--- src/rtl/mmio_uart_if.sv ---
// Data-side memory bus as seen by a memory-mapped peripheral:
// byte address, store data/size from the core, registered read data and hit back.
interface mmio_uart_if;
    logic [13:0] d_addr;
    logic [31:0] dw_data;
    logic [1:0]  dw_size;
    logic [31:0] rd_data;
    logic        hit;

    modport master (output d_addr, dw_data, dw_size, input rd_data, hit);
    modport slave  (input d_addr, dw_data, dw_size, output rd_data, hit);
endinterface

--- src/rtl/mmio_uart.sv ---
// Memory-mapped 8N1 UART transmitter: TXDATA stores feed a small FIFO that is
// serialised on tx; STATUS loads return FIFO/serialiser state with RAM-like latency.
module mmio_uart #(
    parameter logic [13:0] BASE_ADDR  = 14'h3F00,
    parameter int          CLK_DIV    = 16,
    parameter int          FIFO_DEPTH = 8
) (
    input  logic       clk,
    input  logic       resetn,
    mmio_uart_if.slave bus,
    output logic       tx,
    output logic       irq_empty
);
    localparam int PTR_W  = (FIFO_DEPTH > 1) ? $clog2(FIFO_DEPTH) : 1;
    localparam int BAUD_W = $clog2(CLK_DIV);
    localparam logic [11:0]       TX_WORD  = BASE_ADDR[13:2];
    localparam logic [11:0]       ST_WORD  = BASE_ADDR[13:2] + 12'd1;
    localparam logic [3:0]        DEPTH_C  = 4'(FIFO_DEPTH);
    localparam logic [BAUD_W-1:0] BAUD_MAX = BAUD_W'(CLK_DIV - 1);

    typedef enum logic [1:0] {IDLE, START, DATA, STOP} state_t;

    state_t            state_reg, state_next;
    logic [BAUD_W-1:0] baud_reg, baud_next;
    logic [2:0]        bit_reg, bit_next;
    logic [7:0]        shift_reg, shift_next;
    logic [PTR_W-1:0]  wr_ptr_reg, rd_ptr_reg;
    logic [3:0]        count_reg;
    logic              overrun_reg;
    logic              tx_reg, tx_next;
    logic              irq_reg, irq_next;
    logic [31:0]       rd_data_reg;
    logic              hit_reg;

    logic [7:0] fifo_mem [FIFO_DEPTH];

    logic        sel_tx, sel_st, wr_tx, wr_st;
    logic        fifo_full, fifo_empty, pop, push, baud_done;
    logic [31:0] status_word;
    logic        unused_bits;

    assign sel_tx     = (bus.d_addr[13:2] == TX_WORD);
    assign sel_st     = (bus.d_addr[13:2] == ST_WORD);
    assign wr_tx      = (bus.dw_size != 2'b00) && sel_tx;
    assign wr_st      = (bus.dw_size != 2'b00) && sel_st;
    assign fifo_full  = (count_reg == DEPTH_C);
    assign fifo_empty = (count_reg == 4'd0);
    assign pop        = (state_reg == IDLE) && !fifo_empty;
    // A full FIFO still accepts a byte when the head leaves in the same cycle.
    assign push       = wr_tx && (!fifo_full || pop);
    assign baud_done  = (baud_reg == '0);
    assign unused_bits = &{1'b0, bus.dw_data[31:8], bus.d_addr[1:0]};

    assign status_word = {20'h0, count_reg, 4'h0, overrun_reg,
                          (state_reg != IDLE), fifo_empty, fifo_full};

    always_ff @(posedge clk) begin
        if (push && !resetn)
            fifo_mem[wr_ptr_reg] <= bus.dw_data[7:0];
    end

    always_ff @(posedge clk or posedge resetn) begin
        if (resetn) begin
            state_reg   <= IDLE;
            baud_reg    <= '0;
            bit_reg     <= 3'd0;
            shift_reg   <= 8'h00;
            wr_ptr_reg  <= '0;
            rd_ptr_reg  <= '0;
            count_reg   <= 4'd0;
            overrun_reg <= 1'b0;
            tx_reg      <= 1'b1;
            irq_reg     <= 1'b1;
            rd_data_reg <= 32'h0;
            hit_reg     <= 1'b0;
        end else begin
            state_reg <= state_next;
            baud_reg  <= baud_next;
            bit_reg   <= bit_next;
            shift_reg <= shift_next;
            tx_reg    <= tx_next;
            irq_reg   <= irq_next;
            if (push)
                wr_ptr_reg <= wr_ptr_reg + PTR_W'(1);
            if (pop)
                rd_ptr_reg <= rd_ptr_reg + PTR_W'(1);
            case ({push, pop})
                2'b10:   count_reg <= count_reg + 4'd1;
                2'b01:   count_reg <= count_reg - 4'd1;
                default: count_reg <= count_reg;
            endcase
            if (wr_st)
                overrun_reg <= 1'b0;
            else if (wr_tx && !push)
                overrun_reg <= 1'b1;
            hit_reg     <= sel_tx | sel_st;
            rd_data_reg <= sel_st ? status_word : 32'h0;
        end
    end

    always_comb begin
        state_next = state_reg;
        baud_next  = baud_reg;
        bit_next   = bit_reg;
        shift_next = shift_reg;
        case (state_reg)
            IDLE: begin
                if (pop) begin
                    shift_next = fifo_mem[rd_ptr_reg];
                    baud_next  = BAUD_MAX;
                    bit_next   = 3'd0;
                    state_next = START;
                end
            end
            START: begin
                if (baud_done) begin
                    baud_next  = BAUD_MAX;
                    bit_next   = 3'd0;
                    state_next = DATA;
                end else begin
                    baud_next = baud_reg - BAUD_W'(1);
                end
            end
            DATA: begin
                if (baud_done) begin
                    baud_next  = BAUD_MAX;
                    shift_next = {1'b0, shift_reg[7:1]};
                    bit_next   = bit_reg + 3'd1;
                    if (bit_reg == 3'd7)
                        state_next = STOP;
                end else begin
                    baud_next = baud_reg - BAUD_W'(1);
                end
            end
            STOP: begin
                if (baud_done)
                    state_next = IDLE;
                else
                    baud_next = baud_reg - BAUD_W'(1);
            end
            default: state_next = IDLE;
        endcase
    end

    // tx and irq_empty are registered copies of the current state's line level.
    always_comb begin
        tx_next  = 1'b1;
        irq_next = fifo_empty && (state_reg == IDLE);
        case (state_reg)
            START:   tx_next = 1'b0;
            DATA:    tx_next = shift_reg[0];
            default: tx_next = 1'b1;
        endcase
    end

    assign bus.rd_data = rd_data_reg;
    assign bus.hit     = hit_reg;
    assign tx          = tx_reg;
    assign irq_empty   = irq_reg;
endmodule

--- src/flat_wrapper.sv ---
// flat-port wrapper written by rule: the top's interface ports become plain ports
module mmio_uart_flat 
#(
    parameter logic [13:0] BASE_ADDR  = 14'h3F00,
    parameter int          CLK_DIV    = 16,
    parameter int          FIFO_DEPTH = 8
)
  (clk, resetn, tx, irq_empty, bus_d_addr, bus_dw_data, bus_dw_size, bus_rd_data, bus_hit);
  mmio_uart_if bus_i ();
  input  logic clk;
  input  logic resetn;
  output logic tx;
  output logic irq_empty;
  input wire logic [$bits(bus_i.d_addr)-1:0] bus_d_addr;
  input wire logic [$bits(bus_i.dw_data)-1:0] bus_dw_data;
  input wire logic [$bits(bus_i.dw_size)-1:0] bus_dw_size;
  output wire logic [$bits(bus_i.rd_data)-1:0] bus_rd_data;
  output wire logic [$bits(bus_i.hit)-1:0] bus_hit;
  assign bus_i.d_addr = bus_d_addr;
  assign bus_i.dw_data = bus_dw_data;
  assign bus_i.dw_size = bus_dw_size;
  assign bus_rd_data = bus_i.rd_data;
  assign bus_hit = bus_i.hit;
  mmio_uart #(.BASE_ADDR(BASE_ADDR), .CLK_DIV(CLK_DIV), .FIFO_DEPTH(FIFO_DEPTH)) u_core (.clk(clk), .resetn(resetn), .bus(bus_i), .tx(tx), .irq_empty(irq_empty));
endmodule
--- config.mk ---
export PLATFORM = sky130hd
export DESIGN_NAME = mmio_uart_flat
export DESIGN_NICKNAME = d
export VERILOG_FILES = /design/src/rtl/mmio_uart_if.sv /design/src/rtl/mmio_uart.sv /design/src/flat_wrapper.sv
export SDC_FILE = /design/constraint.sdc
export NUM_CORES = 1
export LEC_CHECK = 0
export BUFFER_PORTS_ARGS = -buffer_cell sky130_fd_sc_hd__buf_2
export CAP_MARGIN = 15
export CORE_UTILIZATION = 38
export CTS_BUF_LIST = sky130_fd_sc_hd__clkbuf_16
export CTS_CLUSTER_DIAMETER = 30
export DETAILED_ROUTE_END_ITERATION = 10
export PLACE_DENSITY_LB_ADDON = 0.3
export SYNTH_ARGS = -nofsm -noshare
export SYNTH_HDL_FRONTEND = slang
export SYNTH_SLANG_ARGS = --single-unit
--- constraint.sdc ---
create_clock -name clk -period 7.6 [get_ports clk]
set_input_delay 1.52 -clock clk [delete_from_list [all_inputs] [get_ports clk]]
set_output_delay 1.52 -clock clk [all_outputs]
set_load 0.01 [all_outputs]
==> results.py, run 1 <==
metrics = {
    "global_route": {
        "antenna_found_initial": 0,
        "grt_pass1_wl_mm": 12.38,
        "grt_usage": 0.1294,
        "grt_pass1_vias": 2481,
        "grt_max_degree": 42,
        "grt-ovfl-total": 0,
    },
    "pwr": {
        "pwr-share-seq": 0.438,
        "power_density_nw_per_um2": 345.5,
        "irDropWorstVdd_mv": 0.1231,
        "p_comb_frac": 0.293,
        "clock_power_share": 0.270,
        "sw_frac_of_total": 0.3213,
        "power_switching_mw": 0.5717,
        "internal-power_mw": 1.208,
        "p_leak_nw": 2.039,
        "power_mw": 1.779,
    },
    "worst_setup_path": {
        "path_max_fanout": 11,
        "required_ps": 7820,
        "rrSetupSlack_ps": 4460,
        "endpoint": "u_core.count_reg[2]$_DFFE_PP0P_",
        "critical_path_class": "in2reg",
        "r2r-end": "u_core.count_reg[2]$_DFFE_PP0P_",
        "cp-end-kind": "flip-flop",
        "r2r-start": "u_core.state_reg[1]$_DFFE_PP0P_",
        "worst-endpoint-arrival_ps": 4210,
        "reg2reg_depth": 12,
        "crit_path_start": "bus_d_addr[3]",
        "start_kind": "input port",
    },
    "synthesis": {
        "syn_area_um2": 4674,
        "synth_cell_type_count": 52,
        "synth_top_cell_by_area": "edfxtp_1",
        "synthCells": 304,
        "yosysSeqAreaShare": 0.6204,
        "synth_edf_count": 64,
        "ys_seq_elements": 103,
        "syn_area_per_cell_um2": 15.38,
        "yosysMostFrequentCell": "edfxtp_1",
        "yosysTopAreaCellShare": 0.4111,
        "ys_warn_count": 0,
        "yosys-top-cells-count": "64 x edfxtp_1, 37 x dfrtp_1, 25 x buf_4, 18 x nor2_1, 17 x nand2_1",
        "synthFlopType": "edfxtp_1",
        "synth_area_leaders": "edfxtp_1 41%, dfrtp_1 20%, mux4_1 4.5%, buf_4 4.0%, mux4_2 3.9%",
        "ys_async_sr_fraction": 0.3786,
    },
    "placed_design": {
        "placed_area_um2": 4837,
        "port_buffers": 34,
        "dp_slack_ps": 3244,
        "dpl.hpwl_mm": 5.052,
        "gp_congestion": 0.7544,
    },
    "route": {
        "viasPerCell": 4.927,
        "routed_wl_mm": 7.649,
        "drc": 0,
        "first_pass_iters": 4,
        "drt-initial-drc-count": 65,
        "ant_nets": 0,
        "vias": 2419,
        "routedWlPerCell_um": 15.58,
    },
    "floorplanning": {
        "core_um2": 12010,
        "die_width_um": 112.9,
        "start_util": 0.3892,
        "die_height_um": 112.9,
        "io_pins": 85,
        "row_count": 40,
        "design.die.area_um2": 12750,
    },
    "cts": {
        "postCtsSetupBuffers": 0,
        "clock_sinks": 103,
        "htree_levels": 3,
        "root_buffer": "clkbuf_16",
        "clkTransAtPathRegs_ps": 70,
        "cts_buffers": 9,
        "ctsResizeCount": 0,
        "cts_tree": "done",
        "cts_buffer_depth": 2,
        "cts.hold.buffers_added": 0,
        "clkLatencyLatePin_ps": 340,
    },
    "final_layout": {
        "syn2layout_area_growth_pct": 10.17,
        "largest_reg_flops": 64,
        "stdcell_area_um2": 5150,
        "fillCellCount": 1065,
        "final_nets": 401,
        "antennaDiodeCount": 0,
        "drive_gt1_frac": 0.2326,
    },
    "sta": {
        "setup-tns-final_ps": 0,
        "grt_setup_unrepaired": "no",
        "relSlewSlack": 0.3383,
        "hold_viol_final": 0,
        "fin_crit_sh": 0.5243,
        "drv_slew": 0,
        "finalSetupViolCount": 0,
        "whs_ps": 490.8,
        "clock_skew_ps": 8.179,
        "finalWorstSetupSlack_ps": 3615,
        "worstMarginPinSlew_ps": 992.5,
        "period_minus_slack_ps": 3985,
        "clock.fmax_mhz": 251.0,
    },
    "run": {
        "maxCapViolations": 0,
    },
    "hold_path": {
        "hold_path_class": "reg2reg",
    },
    "outcome": {
        "status": "complete, no violations",
    },
}
[metal layers]
layer  GRT usage  vias to the layer above  wire length [um]
met5           0                        -                 0
met1      0.1515                     1202              3328
li1            -                     1160                 -
met2      0.2333                       47              3976
met4     0.04474                        0               101
met3     0.03053                       10               243
[worst max-delay path, stage by stage]
cell and delay [ps]:
buf_2 90, or4_1 560, nor3_2 530, nand2_1 280, ha_1 360, xor2_1 170, ha_1 180, a21oi_1 140
xor2_1 160, nor2_1 60, xor2_1 140
[kinds of logic (layout without fill, tap and decap cells)]
group,after synthesis,count (layout),share of synthesized area
flops,103,103,0.6204
simple gates,65,65,0.07602
buf+inv,45,62,0.07147
mux,39,39,0.1360
compound gates,30,30,0.04631
fa+ha+maj,12,12,0.03212
xor+xnor,9,9,0.01686
other cells,1,24,0.0008022
[power by group through the flow]
stage / Sequential [mW] / Clock, mW / Combinational, mW
finish: 0.779 / 0.480 / 0.521
global route: 0.796 / 0.509 / 0.585
CTS: 0.783 / 0.490 / 0.531
detailed placement: 0.795 / 0 / 0.528
global placement: 0.791 / 0 / 0.514
floorplan: 0.718 / 0 / 0.543
[how the worst min path moves through the flow]
stage | start | to | slack [ps] | cells after the start
final | u_core.shift_reg[1]$_DFFE_PP0P_ | u_core.shift_reg[1]$_DFFE_PP0P_ | 490 | 2
after global routing | u_core.shift_reg[1]$_DFFE_PP0P_ | u_core.shift_reg[1]$_DFFE_PP0P_ | 530 | 2
after CTS | u_core.shift_reg[1]$_DFFE_PP0P_ | u_core.shift_reg[1]$_DFFE_PP0P_ | 500 | 2
after detailed placement | u_core.shift_reg[4]$_DFFE_PP0P_ | u_core.shift_reg[4]$_DFFE_PP0P_ | 480 | 2
after global placement | u_core.shift_reg[1]$_DFFE_PP0P_ | u_core.shift_reg[1]$_DFFE_PP0P_ | 470 | 2
after floorplan | u_core.shift_reg[7]$_DFFE_PP0P_ | u_core.shift_reg[7]$_DFFE_PP0P_ | 450 | 2
[cell usage in the layout (no fill, tap or decap), types with 9 or more instances in the layout]
master and instances:
buf_2 34, clkbuf_16 9, conb_1 24, dfrtp_1 37
edfxtp_1 64, ha_1 12, inv_1 9, mux2i_1 11
nand2_1 17, nor2_1 18
[metrics by stage]
stage / std cells / utilization
4_1_cts: 491 / 0.4288
6_report: 491 / 0.4288
3_3_place_gp: 475 / 0.4027
2_1_floorplan: 327 / -
3_5_place_dp: 475 / 0.4027
5_1_grt: 491 / 0.4288
[cell type report]
type,count,area [um2],share of cell area
inverter,9,33.78,0.006560
clock buffer,9,225.2,0.04373
clock inverter,7,87.58,0.01701
timing repair buffer,37,192.7,0.03741
multi-input combinational,179,1526,0.2964
tap,147,183.9,0.03571
sequential,103,2900,0.5632
(Power assumes the default switching activity.)
==> run 2, diff against run 1 <==
--- a/config.mk
+++ b/config.mk
@@ -5,6 +5,7 @@
 export SDC_FILE = /design/constraint.sdc
 export NUM_CORES = 1
 export LEC_CHECK = 0
+export ABC_AREA = 1
 export BUFFER_PORTS_ARGS = -buffer_cell sky130_fd_sc_hd__buf_2
 export CAP_MARGIN = 15
 export CORE_UTILIZATION = 38
==> constraint.sdc (replaced) <==
create_clock -name clk -period 3.4 [get_ports clk]
set_input_delay 0.68 -clock clk [delete_from_list [all_inputs] [get_ports clk]]
set_output_delay 0.68 -clock clk [all_outputs]
set_load 0.01 [all_outputs]
==> run 2 against run 1 <==
Sequential share of layout area decreased by 2.6 points. Via count increased by 33%. Die area increased by 2.9%. Wire length is 18% higher. Synthesized cell count increased by 58%. Register-to-register slack worse by 3700 ps. Combinational power rose to 2.9 times the previous value. Critical endpoint unchanged. Highest routed layer unchanged.
==> results.py, run 2 <==
metrics = {
    "final_layout": {
        "syn2layout_area_growth_pct": 12.19,
        "final_common_cell": "nand2_1",
        "drive_gt1_frac": 0.1718,
        "fillCellCount": 1134,
        "mostFrequentLayoutCells": "126 x nand2_1, 64 x edfxtp_1, 58 x nand3_1",
        "largest_reg_flops": 64,
        "antennaDiodeCount": 0,
        "final_nets": 581,
    },
    "synthesis": {
        "yosys-top-cells-count": "126 x nand2_1, 64 x edfxtp_1, 58 x nand3_1, 44 x nor2_1, 37 x dfrtp_1",
        "yosysMostFrequentCell": "nand2_1",
        "yosysSeqAreaShare": 0.6024,
        "ys_seq_elements": 103,
        "synthCells": 479,
        "synth_top_cell_by_area": "edfxtp_1",
        "yosysTopAreaCellShare": 0.3992,
        "synth_area_leaders": "edfxtp_1 40%, dfrtp_1 19%, nand2_1 9.8%, nand3_1 6.0%, buf_4 4.8%",
        "ys_warn_count": 0,
        "syn_area_um2": 4815,
        "synth_edf_count": 64,
        "synth_cell_type_count": 31,
        "ys_async_sr_fraction": 0.3786,
        "synthFlopType": "edfxtp_1",
        "syn_area_per_cell_um2": 10.05,
    },
    "worst_setup_path": {
        "critical_path_class": "reg2reg",
        "required_ps": 3630,
        "cp-end-kind": "flip-flop",
        "start_kind": "flip-flop",
        "worst-endpoint-arrival_ps": 2840,
        "path_max_fanout": 8,
    },
    "route": {
        "routed_wl_mm": 9.019,
        "drt-initial-drc-count": 192,
        "viasPerCell": 4.647,
        "drc": 0,
        "routedWlPerCell_um": 13.03,
        "vias": 3216,
        "first_pass_iters": 5,
        "ant_nets": 0,
    },
    "cts": {
        "cts_tree": "done",
        "postCtsSetupBuffers": 0,
        "ctsResizeCount": 0,
        "cts_buffers": 9,
        "cts_buffer_depth": 2,
        "root_buffer": "clkbuf_16",
        "clkTransAtPathRegs_ps": 80,
        "htree_levels": 3,
        "cts.hold.buffers_added": 0,
        "clock_sinks": 103,
        "clkLatencyLatePin_ps": 360,
    },
    "sta": {
        "worstMarginPinSlew_ps": 746.2,
        "finalWorstSetupSlack_ps": 790.7,
        "relSlewSlack": 0.5025,
        "clock_skew_ps": 10.71,
        "finalSetupViolCount": 0,
        "drv_slew": 0,
        "hold_viol_final": 0,
        "grt_setup_unrepaired": "no",
        "period_minus_slack_ps": 2609,
        "fin_crit_sh": 0.7674,
        "clock.fmax_mhz": 383.2,
        "setup-tns-final_ps": 0,
    },
    "floorplanning": {
        "die_height_um": 114.6,
        "row_count": 40,
        "io_pins": 85,
        "die_width_um": 114.6,
        "start_util": 0.3959,
        "core_um2": 12160,
        "design.die.area_um2": 13120,
    },
    "placed_design": {
        "port_buffers": 34,
        "dpl.hpwl_mm": 5.920,
        "gp_congestion": 0.7744,
        "dp_slack_ps": 567.0,
    },
    "hold_path": {
        "hold_path_class": "in2async",
    },
    "outcome": {
        "status": "complete, no violations",
    },
    "global_route": {
        "grt_pass1_vias": 3105,
        "grt_usage": 0.1564,
        "grt-ovfl-total": 0,
        "grt_max_degree": 36,
        "antenna_found_initial": 0,
        "grt_pass1_wl_mm": 15.26,
    },
    "run": {
        "maxCapViolations": 0,
    },
    "pwr": {
        "p_leak_nw": 2.402,
        "irDropWorstVdd_mv": 0.3388,
        "power_density_nw_per_um2": 785.9,
    },
}
[run 2: cell count changes in the layout (fill, tap and decap cells not counted), moves of 11 or more]
cell	before	now
inv_1	9	29
nand3_1	3	58
mux2i_1	11	0
nand2_1	17	126
nor2_1	18	44
[run 2: worst paths after layout]
| check | depth (start not counted) | endpoint | start | slack (ps) |
|---|---|---|---|---|
| setup / recovery | 13 | u_core.count_reg[2]$_DFFE_PP0P_ | u_core.state_reg[0]$_DFFE_PP0P_ | 790 |
| hold / removal | 2 | u_core.wr_ptr_reg[1]$_DFFE_PP0P_ | resetn | 220 |
| setup reg to reg | 13 | u_core.count_reg[2]$_DFFE_PP0P_ | u_core.state_reg[0]$_DFFE_PP0P_ | 790 |
| hold reg to reg | 2 | u_core.shift_reg[3]$_DFFE_PP0P_ | u_core.shift_reg[3]$_DFFE_PP0P_ | 490 |
| max in group asynchronous | 3 | u_core.tx$_DFF_PP1_ | resetn | 2440 |
| min in group clk | 2 | u_core.shift_reg[3]$_DFFE_PP0P_ | u_core.shift_reg[3]$_DFFE_PP0P_ | 490 |
[run 2: metal layers]
layer / vias to the layer above / part of all wire / global-route usage
li1: 1616 / - / -
met5: - / 0 / 0
met2: 86 / 0.48 / 0.2541
met1: 1497 / 0.45 / 0.1982
met3: 17 / 0.049 / 0.03600
met4: 0 / 0.023 / 0.07359
[run 2: metrics by stage]
step | cells | power, mW | util | cell area, um2 | hold slack, ps
floorplan | 502 | 2.941 | - | 4901 | 448.7
global placement | 676 | 3.167 | 0.4181 | 5085 | 462.3
detailed placement | 676 | 3.229 | 0.4181 | 5085 | 467.1
CTS | 692 | 4.291 | 0.4441 | 5401 | 221.0
global route | 692 | 4.591 | 0.4441 | 5401 | 228.0
finish | 692 | 4.245 | 0.4441 | 5401 | 224.4
[run 2: kinds of logic after synthesis]
| logic type | count (synthesis) | share of synthesized area |
|---|---|---|
| and+or+nand+nor | 254 | 0.2360 |
| DFF | 103 | 0.6024 |
| buffers and inverters | 76 | 0.08680 |
| AOI/OAI and AO/OA | 26 | 0.03014 |
| adders and majority gates | 12 | 0.03118 |
| xor gates and xnor gates | 7 | 0.01273 |
| other | 1 | 0.0007789 |
[run 2: report_power, final]
| part | total, mW | internal (mW) | switching, mW |
|---|---|---|---|
| clock | 1.06 | 0.533 | 0.524 |
| combinational | 1.52 | 0.529 | 0.987 |
| sequential | 1.67 | 1.49 | 0.179 |
[run 2: layout make-up]
class                   instances  area [um2]  area share
clock buffers                   9       225.2     0.04170
clock inverters                 7       91.34     0.01691
inverters                      37       138.9     0.02571
multi-input cells             323        1583      0.2930
flip-flops and latches        103        2900      0.5369
well taps                     168       210.2     0.03892
repair buffers                 45       252.7     0.04679
[run 2: critical path, cell delays in order, from the launching register on]
cell	delay, ps
dfrtp_1	420
inv_1	100
ha_1	140
buf_4	180
nor3_4	70
nor2_1	230
inv_1	110
ha_1	260
xor2_1	180
ha_1	200
a21o_1	160
or2_2	280
nand3_1	70
o21ai_0	80
